--- src/rtl/div8by4_unsigned_seq.sv ---
// Sequential unsigned restoring divider, one radix-2 step per clock on a valid/ready stream.
// Optional DIV_ZERO_DETECT_EN: divisor==0 short-circuits to quotient=all ones, div_err=1.
module div8by4_unsigned_seq #(
    parameter int unsigned DW = 8,
    parameter int unsigned VW = 4
) (
    input  logic          clk,
    input  logic          rst_n,
    input  logic          in_valid,
    output logic          in_ready,
    input  logic [DW-1:0] dividend,
    input  logic [VW-1:0] divisor,
    output logic          out_valid,
    input  logic          out_ready,
    output logic [DW-1:0] quotient,
    output logic [VW-1:0] remainder,
    output logic          div_err
);

    localparam int unsigned CW = (DW > 1) ? $clog2(DW) : 1;

    typedef enum logic [1:0] {StIdle, StCalc, StDone} state_e;

    state_e        state;
    logic [DW-1:0] work;   // dividend bits shift out of the top, quotient bits shift in below
    logic [VW:0]   part;
    logic [VW-1:0] dsr;
    logic [CW-1:0] cnt;

    logic [VW:0]   part_shift;
    logic [VW:0]   part_next;
    logic          q_bit;

    always_comb begin
        part_shift = (part << 1) | {{VW{1'b0}}, work[DW-1]};
        q_bit      = (part_shift >= {1'b0, dsr});
        part_next  = q_bit ? (part_shift - {1'b0, dsr}) : part_shift;
    end

`ifdef DIV_ZERO_DETECT_EN
    logic zero;
`else
    assign div_err = 1'b0;
`endif

    always_ff @(posedge clk or negedge rst_n) begin
        if (!rst_n) begin
            state     <= StIdle;
            in_ready  <= 1'b1;
            out_valid <= 1'b0;
            quotient  <= '0;
            remainder <= '0;
            work      <= '0;
            part      <= '0;
            dsr       <= '0;
            cnt       <= '0;
`ifdef DIV_ZERO_DETECT_EN
            zero      <= 1'b0;
            div_err   <= 1'b0;
`endif
        end else begin
            unique case (state)
                StIdle: begin
                    if (in_valid) begin
                        work     <= dividend;
                        dsr      <= divisor;
                        part     <= '0;
                        cnt      <= CW'(DW - 1);
                        in_ready <= 1'b0;
                        state    <= StCalc;
`ifdef DIV_ZERO_DETECT_EN
                        zero     <= (divisor == '0);
`endif
                    end
                end
                StCalc: begin
                    work <= {work[DW-2:0], q_bit};
                    part <= part_next;
                    cnt  <= cnt - 1'b1;
                    if (cnt == '0) begin
                        state     <= StDone;
                        out_valid <= 1'b1;
                        quotient  <= {work[DW-2:0], q_bit};
                        remainder <= part_next[VW-1:0];
                    end
`ifdef DIV_ZERO_DETECT_EN
                    // Later assignments override the normal step for a zero divisor
                    div_err <= zero;
                    if (zero) begin
                        state     <= StDone;
                        out_valid <= 1'b1;
                        quotient  <= '1;
                        remainder <= '0;
                    end
`endif
                end
                StDone: begin
                    if (out_ready) begin
                        out_valid <= 1'b0;
                        in_ready  <= 1'b1;
                        state     <= StIdle;
                    end
                end
                default: state <= StIdle;
            endcase
        end
    end

endmodule

--- config.mk ---
export PLATFORM = sky130hd
export DESIGN_NAME = div8by4_unsigned_seq
export DESIGN_NICKNAME = d
export VERILOG_FILES = /design/src/rtl/div8by4_unsigned_seq.sv
export SDC_FILE = /design/constraint.sdc
export NUM_CORES = 1
export LEC_CHECK = 0
export CAP_MARGIN = 0
export CORE_MARGIN = 2
export CORE_UTILIZATION = 40
export CTS_CLUSTER_DIAMETER = 50
export DETAILED_ROUTE_END_ITERATION = 16
export SLEW_MARGIN = 10
export SYNTH_ARGS = -nofsm -noshare
export SYNTH_HDL_FRONTEND = slang
export SYNTH_SLANG_ARGS = --single-unit
--- constraint.sdc ---
create_clock -name clk -period 3.9 [get_ports clk]
set_clock_uncertainty 0.1 [all_clocks]
set_input_delay 0.585 -clock clk [delete_from_list [all_inputs] [get_ports clk]]
set_output_delay 0.585 -clock clk [all_outputs]
set_load 0.02 [all_outputs]
==> key figures <==
Detailed routing
  – Routed WL: 3710 um
  – Via count: 1,377
  – Starting DRT DRC Count: 94
  – DRC: 0
  – Routed len/inst: 13.7 um
  – Drt pass-1 iters: 4
  – Routed Antenna Nets: 0
  – Via density: 5.08

Yosys
  – Cell variety after synth: 34
  – Synth Register Bits: 35
  – Total number of yosys warnings: 0
  – Cell count after synthesis: 190
  – Area leader, netlist: dfrtp_1
  – Post-Syn Area: 0.00175 sq mm
  – Area contributors post-synth: dfrtp_1 (49%), nand2_1 (11%), ha_1 (4.3%)
  – Synthesized area per cell: 9.21 sq um
  – Dominant synthesized flop cell: dfrtp_1
  – Area share of the largest cell type after synthesis: 0.486
  – Sequential share of the synthesized area: 0.501
  – Synth async-reset ratio: 1.00
  – Post-synth EDFFs: 0
  – Syn Nets: 213

Setup path
  – Worst flop-to-flop path startpoint: state[1]$_DFFE_PN0P_
  – Worst Path Required: 3.21 ns
  – Worst r2r dst: remainder[3]$_DFFE_PN0P_
  – Startpoint types: register
  – Crit path capture type: output port
  – Worst-path cell chain: clkdlybuf4s50_1
  – Critical path's top delay family: buffers and inverters
  – WS Path Type: register to output port
  – Reg2Reg Depth: 3
  – CP max FO: 3
  – Reg-to-reg slack, setup: 1.90 ns
  – Crit path arrival time: 1.41 ns
  – Instance count on the critical path: 1
  – Delay of the slowest cell on the worst path: 0.60 ns
  – CP Buf/Inv Count: 1
  – Critical-path top delay cell: clkdlybuf4s50_1

Min path
  – Hold wc startpoint: quotient[6]$_DFFE_PN0P_
  – Hold Path Class: register to register
  – Hold Crit Endpoint: quotient[6]$_DFFE_PN0P_
  – Hold depth: 2

Floorplanning
  – # IOs: 31
  – Die Height: 70.2 um
  – Die width: 70.2 um
  – Row count: 24
  – Starting density of the core: 0.408
  – Core area: 0.00429 sq mm
  – Die footprint: 0.00492 sq mm

Placement
  – RePlAce Congestion: 0.900
  – I/O Buffers: 29
  – Dpl hpwl: 2640 um

Clock network
  – Sinks on the clock net: 35
  – Post-CTS Setup Bufs: 0
  – CTS root buf: clkbuf_8
  – Worst-Skew Late Latency: 0.28 ns
  – Post-cts resize count: 0
  – CTS Buf Count: 5
  – Clock Pin Slew Worst Setup and Hold Paths: 0.07 ns
  – CTS HTree Levels: 2
  – CTS Hold Bufs: 0
  – CTS tree: done
  – Buffer depth of the longest clock path: 2

GRT
  – Largest net degree at the start of global routing: 36
  – Total track usage: 0.165
  – Initial antenna violation count: 0
  – First-pass GRT wire length: 6390 um
  – Remaining global-route overflow: 0
  – Vias in the first global route: 1,340

Finish
  – Share of layout cells above drive strength 1: 0.0776
  – Antenna Cells: 0
  – Area grow syn2layout: 22.0%
  – Most common cell after layout, fill and taps aside: nand2_1
  – Most frequent cells in the layout: nand2_1 (49), dfrtp_1 (34), clkdlybuf4s50_1 (29)
  – Fillers: 416
  – NumNets Final: 241

STA
  – Fin crit period: 2.09 ns
  – Max Transition Viols Final: 0
  – Max frequency: 478 MHz
  – Final critical-path share of the clock period: 0.537
  – Hold Slack: 0.375 ns
  – Final Hold Fails: 0
  – Relative slew slack: 0.437
  – Total Neg Setup Slack: 0 ns
  – Finish-stage setup viols: 0
  – Slew @ Worst Pin: 0.844 ns
  – RSZ-0062 raised after global routing: false

Power
  – Max IR drop VDD: 0.272 mV
  – Leakage power: 0.964 nW
  – Overall power: 1.99 mW
  – Pwr dens: 931 mW/mm^2

Job
  – MaxCap Viol Count: 0

Run status
  – Outcome: finished, final reports clean
## sequential cells by signal, indices dropped and copies added (netlist names)
signal	flops
quotient	8
work	8
dsr	4
part	4
remainder	4
cnt	3
state	2
in_ready	1
out_valid	1
## cells by family (layout without fill, tap and decap cells)
group	after synthesis	count (layout)	synth area share
buf+inv	19	48	0.0550
compound gates	40	40	0.149
fa+ha+maj	7	7	0.0543
other cells	1	1	0.00214
flops	35	35	0.501
xor+xnor	1	1	0.00500
simple gates	87	87	0.233
## where the power goes
group / switching [mW] / internal [mW]
Combinational: 0.636 / 0.440
Sequential: 0.121 / 0.542
Clock: 0.124 / 0.125
## Yosys cell counts, drive strengths merged, types with 2 or more instances
cell	n
a21oi	8
a31oi	7
and2	2
buf	9
dfrtp	34
ha	6
inv	10
nand2	50
nand2b	3
nand3	6
nand4	2
nor2	14
nor2b	3
nor3	3
o211ai	2
o21a	2
o21ai	12
o31ai	6
## metal layers
layer  share of wire  track usage
met1            0.48        0.212
met2            0.48        0.270
met3           0.035       0.0462
met4           0.013       0.0513
met5               0            0
## per-stage QoR
step	setup WS [ns]	utilization	area [sq um]	cells
2_1_floorplan	2.28	-	1750	190
3_3_place_gp	1.59	0.478	2050	263
3_5_place_dp	1.51	0.478	2050	263
4_1_cts	1.79	0.497	2140	271
5_1_grt	1.68	0.497	2140	271
6_report	1.81	0.497	2140	271
## how the worst max path moves through the flow
stage	to	slack, ns	startpoint
after floorplan	part[2]$_DFFE_PN0P_	2.28	work[7]$_DFFE_PN0P_
after global placement	work[0]$_DFFE_PN0P_	1.59	in_valid
after detailed placement	work[0]$_DFFE_PN0P_	1.51	in_valid
after CTS	in_ready	1.79	in_ready$_DFFE_PN1P_
after global routing	work[0]$_DFFE_PN0P_	1.68	in_valid
final	in_ready	1.81	in_ready$_DFFE_PN1P_
## area by class of cell
| cell class | count | area, sq um | area share |
|---|---|---|---|
| inverters | 10 | 37.5 | 0.0176 |
| well taps | 52 | 65.1 | 0.0305 |
| clock inverters | 1 | 5.00 | 0.00234 |
| repair buffers | 30 | 298 | 0.139 |
| multi-input cells | 136 | 777 | 0.364 |
| clock buffers | 7 | 76.3 | 0.0357 |
| flip-flops and latches | 35 | 877 | 0.411 |
## worst register-to-register path, stage by stage (launching register included)
cell and delay (ns):
dfrtp_1 0.45, nor2b_1 0.61, nand2_2 0.39, o41ai_2 0.34
Note: power is estimated with default switching activity, not from simulation.
